**config.mk**
```make
export PLATFORM = sky130hd
export DESIGN_NAME = io_uart
export DESIGN_NICKNAME = d
export VERILOG_FILES = /design/src/rtl/io_uart.sv
export SDC_FILE = /design/constraint.sdc
export NUM_CORES = 1
export LEC_CHECK = 0
export CELL_PAD_IN_SITES_DETAIL_PLACEMENT = 0
export CELL_PAD_IN_SITES_GLOBAL_PLACEMENT = 1
export CORE_ASPECT_RATIO = 0.9
export CORE_MARGIN = 2
export CORE_UTILIZATION = 48
export CTS_BUF_LIST = sky130_fd_sc_hd__clkbuf_16
export DETAILED_ROUTE_END_ITERATION = 7
export GPL_ROUTABILITY_DRIVEN = 1
export PLACE_DENSITY = 0.94
export REMOVE_ABC_BUFFERS = 1
export SYNTH_ARGS = -nofsm -noshare
export SYNTH_HDL_FRONTEND = slang
export SYNTH_SLANG_ARGS = --single-unit
```
**constraint.sdc**
```tcl
create_clock -name clk -period 7.35 [get_ports clk]
set_clock_uncertainty 0.05 [all_clocks]
set_input_delay 1.47 -clock clk [delete_from_list [all_inputs] [get_ports clk]]
set_output_delay 1.47 -clock clk [all_outputs]
set_load 0.005 [all_outputs]
```
**src/rtl/io_uart.sv**
```systemverilog
// io_uart: memory-mapped 8N1 UART with an RX byte FIFO and a level interrupt.
//   clk, resetq          rising-edge clock, asynchronous active-low reset
//   io_rd, io_wr         one-cycle CPU IO strobes
//   io_addr, io_dout     CPU IO address and write data
//   io_din               combinational read data (data register or status)
//   uart_rx, uart_tx     serial input (asynchronous) and registered serial output
//   interrupt_request    registered irq_en & rx_avail
// Status register: [0] tx_busy [1] rx_avail [2] rx_full [3] overrun [4] frame_err [5] irq_en
module io_uart #(
    parameter int unsigned CLKS_PER_BIT = 104,
    parameter logic [15:0] ADDR_DATA    = 16'h1000,
    parameter logic [15:0] ADDR_STAT    = 16'h2000,
    parameter int unsigned RXDEPTH      = 4
) (
    input  logic        clk,
    input  logic        resetq,
    input  logic        io_rd,
    input  logic        io_wr,
    input  logic [15:0] io_addr,
    input  logic [15:0] io_dout,
    output logic [15:0] io_din,
    input  logic        uart_rx,
    output logic        uart_tx,
    output logic        interrupt_request
);
    localparam int unsigned    AW       = $clog2(RXDEPTH);
    localparam int unsigned    CW       = $clog2(CLKS_PER_BIT);
    localparam logic [CW-1:0]  BIT_END  = CW'(CLKS_PER_BIT - 1);
    localparam logic [CW-1:0]  HALF_END = CW'(CLKS_PER_BIT / 2 - 1);
    localparam logic [AW:0]    FULL_CNT = (AW + 1)'(RXDEPTH);

    typedef enum logic [1:0] {TX_IDLE, TX_START, TX_DATA, TX_STOP} tx_state_t;
    typedef enum logic [1:0] {RX_IDLE, RX_START, RX_DATA, RX_STOP} rx_state_t;

    logic wr_data, wr_stat, rd_data;
    assign wr_data = io_wr && (io_addr == ADDR_DATA);
    assign wr_stat = io_wr && (io_addr == ADDR_STAT);
    assign rd_data = io_rd && (io_addr == ADDR_DATA);

    // ---------------- TX ----------------
    tx_state_t     tx_state, tx_state_n;
    logic [CW-1:0] tx_cnt, tx_cnt_n;
    logic [2:0]    tx_bit, tx_bit_n;
    logic [7:0]    tx_shift, tx_shift_n;
    logic          tx_out_n;

    always_comb begin
        tx_state_n = tx_state;
        tx_cnt_n   = tx_cnt;
        tx_bit_n   = tx_bit;
        tx_shift_n = tx_shift;
        tx_out_n   = uart_tx;
        case (tx_state)
            TX_IDLE: if (wr_data) begin
                tx_state_n = TX_START;
                tx_cnt_n   = '0;
                tx_shift_n = io_dout[7:0];
                tx_out_n   = 1'b0;
            end
            TX_START: if (tx_cnt == BIT_END) begin
                tx_state_n = TX_DATA;
                tx_cnt_n   = '0;
                tx_bit_n   = '0;
                tx_out_n   = tx_shift[0];
            end else tx_cnt_n = tx_cnt + 1'b1;
            TX_DATA: if (tx_cnt == BIT_END) begin
                tx_cnt_n = '0;
                if (tx_bit == 3'd7) begin
                    tx_state_n = TX_STOP;
                    tx_out_n   = 1'b1;
                end else begin
                    tx_bit_n   = tx_bit + 1'b1;
                    tx_shift_n = {1'b0, tx_shift[7:1]};
                    tx_out_n   = tx_shift[1];
                end
            end else tx_cnt_n = tx_cnt + 1'b1;
            TX_STOP: if (tx_cnt == BIT_END) begin
                tx_state_n = TX_IDLE;
                tx_cnt_n   = '0;
            end else tx_cnt_n = tx_cnt + 1'b1;
            default: tx_state_n = TX_IDLE;
        endcase
    end

    always_ff @(posedge clk or negedge resetq) begin
        if (!resetq) begin
            tx_state <= TX_IDLE;
            tx_cnt   <= '0;
            tx_bit   <= '0;
            tx_shift <= '0;
            uart_tx  <= 1'b1;
        end else begin
            tx_state <= tx_state_n;
            tx_cnt   <= tx_cnt_n;
            tx_bit   <= tx_bit_n;
            tx_shift <= tx_shift_n;
            uart_tx  <= tx_out_n;
        end
    end

    // ---------------- RX ----------------
    logic          rx_s1, rx_s2, rx_d;
    rx_state_t     rx_state, rx_state_n;
    logic [CW-1:0] rx_cnt, rx_cnt_n;
    logic [2:0]    rx_bit, rx_bit_n;
    logic [7:0]    rx_shift, rx_shift_n;
    logic          rx_brk, rx_brk_n;
    logic          rx_push, rx_ferr_set;

    // A bad stop bit parks the receiver in STOP (rx_brk) until the line returns high,
    // so a held-low line cannot be mistaken for a new start bit.
    always_comb begin
        rx_state_n  = rx_state;
        rx_cnt_n    = rx_cnt;
        rx_bit_n    = rx_bit;
        rx_shift_n  = rx_shift;
        rx_brk_n    = rx_brk;
        rx_push     = 1'b0;
        rx_ferr_set = 1'b0;
        case (rx_state)
            RX_IDLE: if (rx_d && !rx_s2) begin
                rx_state_n = RX_START;
                rx_cnt_n   = '0;
            end
            RX_START: if (rx_cnt == HALF_END) begin
                rx_cnt_n = '0;
                rx_bit_n = '0;
                rx_state_n = rx_s2 ? RX_IDLE : RX_DATA;
            end else rx_cnt_n = rx_cnt + 1'b1;
            RX_DATA: if (rx_cnt == BIT_END) begin
                rx_cnt_n   = '0;
                rx_shift_n = {rx_s2, rx_shift[7:1]};
                if (rx_bit == 3'd7) rx_state_n = RX_STOP;
                else                rx_bit_n   = rx_bit + 1'b1;
            end else rx_cnt_n = rx_cnt + 1'b1;
            RX_STOP: if (rx_brk) begin
                if (rx_s2) begin
                    rx_brk_n   = 1'b0;
                    rx_state_n = RX_IDLE;
                end
            end else if (rx_cnt == BIT_END) begin
                rx_cnt_n = '0;
                if (rx_s2) begin
                    rx_push    = 1'b1;
                    rx_state_n = RX_IDLE;
                end else begin
                    rx_ferr_set = 1'b1;
                    rx_brk_n    = 1'b1;
                end
            end else rx_cnt_n = rx_cnt + 1'b1;
            default: rx_state_n = RX_IDLE;
        endcase
    end

    always_ff @(posedge clk or negedge resetq) begin
        if (!resetq) begin
            rx_s1    <= 1'b1;
            rx_s2    <= 1'b1;
            rx_d     <= 1'b1;
            rx_state <= RX_IDLE;
            rx_cnt   <= '0;
            rx_bit   <= '0;
            rx_shift <= '0;
            rx_brk   <= 1'b0;
        end else begin
            rx_s1    <= uart_rx;
            rx_s2    <= rx_s1;
            rx_d     <= rx_s2;
            rx_state <= rx_state_n;
            rx_cnt   <= rx_cnt_n;
            rx_bit   <= rx_bit_n;
            rx_shift <= rx_shift_n;
            rx_brk   <= rx_brk_n;
        end
    end

    // ---------------- FIFO and status ----------------
    logic [7:0]    rx_mem [RXDEPTH];
    logic [AW-1:0] wptr, rptr;
    logic [AW:0]   rx_count;
    logic          rx_avail, rx_full, do_pop, do_push, ovr_set;
    logic          overrun, frame_err, irq_en;
    logic [5:0]    status;

    assign rx_avail = (rx_count != '0);
    assign rx_full  = (rx_count == FULL_CNT);
    assign do_pop   = rd_data && rx_avail;
    // A pop in the same cycle frees the slot, so a push into a full FIFO is still accepted.
    assign do_push  = rx_push && (!rx_full || do_pop);
    assign ovr_set  = rx_push && rx_full && !do_pop;
    assign status   = {irq_en, frame_err, overrun, rx_full, rx_avail, tx_state != TX_IDLE};

    always_ff @(posedge clk) begin
        if (do_push) rx_mem[wptr] <= rx_shift;
    end

    always_ff @(posedge clk or negedge resetq) begin
        if (!resetq) begin
            wptr              <= '0;
            rptr              <= '0;
            rx_count          <= '0;
            overrun           <= 1'b0;
            frame_err         <= 1'b0;
            irq_en            <= 1'b0;
            interrupt_request <= 1'b0;
        end else begin
            if (do_push) wptr <= wptr + 1'b1;
            if (do_pop)  rptr <= rptr + 1'b1;
            if (do_push && !do_pop)      rx_count <= rx_count + 1'b1;
            else if (!do_push && do_pop) rx_count <= rx_count - 1'b1;
            if (wr_stat) begin
                irq_en <= io_dout[5];
                if (io_dout[3]) overrun   <= 1'b0;
                if (io_dout[4]) frame_err <= 1'b0;
            end
            if (ovr_set)     overrun   <= 1'b1;
            if (rx_ferr_set) frame_err <= 1'b1;
            interrupt_request <= irq_en && rx_avail;
        end
    end

    always_comb begin
        io_din = '0;
        if (io_addr == ADDR_DATA)      io_din = {8'h00, rx_mem[rptr]};
        else if (io_addr == ADDR_STAT) io_din = {10'b0, status};
    end

    logic unused_ok;
    assign unused_ok = &{1'b0, io_dout[15:8]};
endmodule
```
==> impl_metrics.env <==
export IMPL_ys_seq_area_share_pct=54.7
export IMPL_crit_path_max_fanout=10
export IMPL_crit_slowest_cell="clkdlybuf4s50_1"
export IMPL_hold_viol_final=0
export IMPL_cts_htree_levels=3
export IMPL_leakagePower_nw=2.07
export IMPL_grt_pass1_wl_um=14300
export IMPL_numCtsBuffers=9
export IMPL_fin_crit_ps=5180
export IMPL_dr_total_vias=2791
export IMPL_fmax_mhz=193
export IMPL_layout_commonest_cell="dfrtp_1"
export IMPL_vias_per_cell=5.55
export IMPL_postCtsSetupRepairBufs=0
export IMPL_hold_path_cell_count=0
export IMPL_synth_largest_area_cell="dfrtp_1"
export IMPL_nNetsFinal=433
export IMPL_cts_tree="built"
export IMPL_areaGrowthSynthToFinish_pct=17.2
export IMPL_final_max_slew_viol_count=0
export IMPL_yosys_warnings=0
export IMPL_grt_max_degree=57
export IMPL_netlist_instances=341
export IMPL_wire_per_inst_um=16.1
export IMPL_route_detailed_drc=0
export IMPL_cpMostUsedCell="clkdlybuf4s50_1"
export IMPL_cts_hold_buf=0
export IMPL_clockBufferDepth=2
export IMPL_path_cells="clkdlybuf4s50_1 -> nor4_2 -> and4_1 -> and3b_1 -> a22o_1 -> clkdlybuf4s50_1"
export IMPL_rows=32
export IMPL_hold_end="rx_s2"
export IMPL_wirelength_um=8080
export IMPL_root_buffer="clkbuf_16"
export IMPL_die_x_um=104
export IMPL_r2r_end="rx_count[2]"
export IMPL_crit_path_end_kind="primary output"
export IMPL_pin_count=55
export IMPL_die_area_um2=9790
export IMPL_cts_resized=0
export IMPL_timing_rr_start="rx_cnt[0]"
export IMPL_crit_type="in2out"
export IMPL_antenna_cells=0
export IMPL_cp_arrival_ps=3660
export IMPL_seqCellArea_um2=2370
export IMPL_cts_sinks=88
export IMPL_die_h_um=94.1
export IMPL_fill_cells=721
export IMPL_mostFrequentLayoutCells="dfrtp_1, clkdlybuf4s50_1, edfxtp_1"
export IMPL_setup_tns_ps=0
export IMPL_synth_area_um2=4330
export IMPL_first_global_vias=2843
export IMPL_slew_headroom_pct=51.0
export IMPL_netlist_top_cells_area="dfrtp_1, edfxtp_1, mux2_2"
export IMPL_peakVddDrop_mv=0.176
export IMPL_multi_input_area_um2=1830
export IMPL_hold_slack_ps=307
export IMPL_status="completed"
export IMPL_async_flop_share_pct=63.6
export IMPL_grt_setup_unrepaired="no"
export IMPL_antenna_found_initial=0
export IMPL_fin_area_um2=5070
export IMPL_min_period_over_period_pct=70.4
export IMPL_synthFlopType="dfrtp_1"
export IMPL_io_buffers=38
export IMPL_synth_top_area_share_pct=30.1
export IMPL_setup_viol=0
export IMPL_track_usage_pct=18.6
export IMPL_hpwl_um=5570
export IMPL_hold_path_class="reg2reg"
export IMPL_syn_avg_cell_area_um2=12.7
export IMPL_drt_initial_drc_count=152
export IMPL_ys_types=61
export IMPL_maxCapViolCount=0
export IMPL_power_density_nw_per_um2=280
export IMPL_synth_edf_count=32
export IMPL_r2r_cells=11
export IMPL_core_area_um2=8650
export IMPL_cp_num_buf_inv=2
export IMPL_clk_latency_ps=340
export IMPL_place_area_um2=4770
export IMPL_final_core_util_pct=58.7
export IMPL_rrSetupSlack_ps=4440
export IMPL_ys_ff_latch=88
export IMPL_start_util_pct=50.0
export IMPL_slowest_delay_ps=510
export IMPL_cts_clk_slew_worst_paths_ps=60
export IMPL_layout_setup_ws_ps=2170
export IMPL_cp_start_kind="primary input"
export IMPL_dp_slack_ps=2160
export IMPL_critical_path_top_delay_family="simple AND/OR/NAND/NOR gates"
export IMPL_crit_required_ps=5830
export IMPL_hold_start="rx_s1"
export IMPL_final_layout_size_suffix_gt1_share_pct=18.0
export IMPL_drtAntennaViolNets=0
export IMPL_gp_congestion=0.779
export IMPL_tightest_slew_ps=729
export IMPL_first_pass_iters=5
export IMPL_grt_ovfl_total=0
how the worst max path moves through the flow:
stage	start	endpoint	slack [ps]	depth (start not counted)
floorplan	io_addr[1]	io_din[1]	3380	4
global placement	io_addr[1]	io_din[4]	2150	6
detailed placement	io_addr[1]	io_din[4]	2160	6
CTS	io_addr[1]	io_din[4]	2130	6
global route	io_addr[1]	io_din[4]	1940	6
finish	io_addr[1]	io_din[4]	2170	6
synthesized netlist by cell type (3+ instances only):
library cell,n
a21o_1,3
a21oi_1,14
a22o_1,8
a31oi_1,4
and2_1,8
and3_1,3
buf_2,4
buf_4,9
clkbuf_1,5
dfrtp_1,52
dfstp_2,4
edfxtp_1,32
ha_1,16
inv_1,12
mux2_2,26
mux4_2,8
nand2_1,20
nand2b_1,3
nand3_1,18
nor2_1,14
nor2b_1,4
nor3_1,5
nor4_2,3
o21ai_0,15
o41ai_1,3
xnor2_1,4
xor2_1,3
cell families after synthesis:
| logic type | after synthesis | share of synthesized area, % |
|---|---|---|
| xor gates and xnor gates | 7 | 1.42 |
| and+or+nand+nor | 98 | 13.6 |
| adders and majority gates | 17 | 5.09 |
| other | 1 | 0.0867 |
| buffers and inverters | 31 | 3.59 |
| DFF | 88 | 54.7 |
| muxes | 37 | 11.7 |
| AOI/OAI and AO/OA | 62 | 9.75 |
flip-flops by register name (all words and copies together), names as in the netlist, 3 cells and up, named ones only:
name	cells
rx_shift	8
rx_cnt	7
tx_cnt	7
rx_mem	32
rx_bit	3
tx_shift	8
rx_count	3
tx_bit	3
final cells by class:
class	instances	share of cell area (%)
Tap cell	119	2.94
Multi-Input combinational cell	229	36.1
Sequential cell	88	46.7
Clock buffer	10	4.93
Inverter	12	0.888
Clock inverter	6	0.937
Timing Repair Buffer	39	7.55
stage by stage:
step	total power, W	instances
floorplan	0.000886	329
global placement	0.000968	487
detailed placement	0.000982	487
CTS	0.00143	503
global route	0.00151	503
finish	0.00142	503
worst reg2reg max path: cells and delay by family, from the launching register on:
kind	cells	cell delay, ps
and+or+nand+nor	5	1190
adders and majority gates	3	850
DFF	1	380
xor gates and xnor gates	2	300
buffers and inverters	1	60
routing by layer:
layer	vias to the layer above	part of all wire [%]	GRT usage (%)
met2	56	52	31.4
li1	1329	-	-
met5	-	0	0
met4	0	0.46	6.19
met1	1402	43	24.1
met3	4	4.0	4.02
report_power, final:
| part | total [W] | internal [W] | switching [W] |
|---|---|---|---|
| Clock | 0.000444 | 0.000253 | 0.000191 |
| Sequential | 0.000634 | 0.000566 | 0.0000677 |
| Combinational | 0.000343 | 0.000167 | 0.000175 |
| Total | 0.00142 | 0.000986 | 0.000434 |
Power figures use the tool's default switching activity.
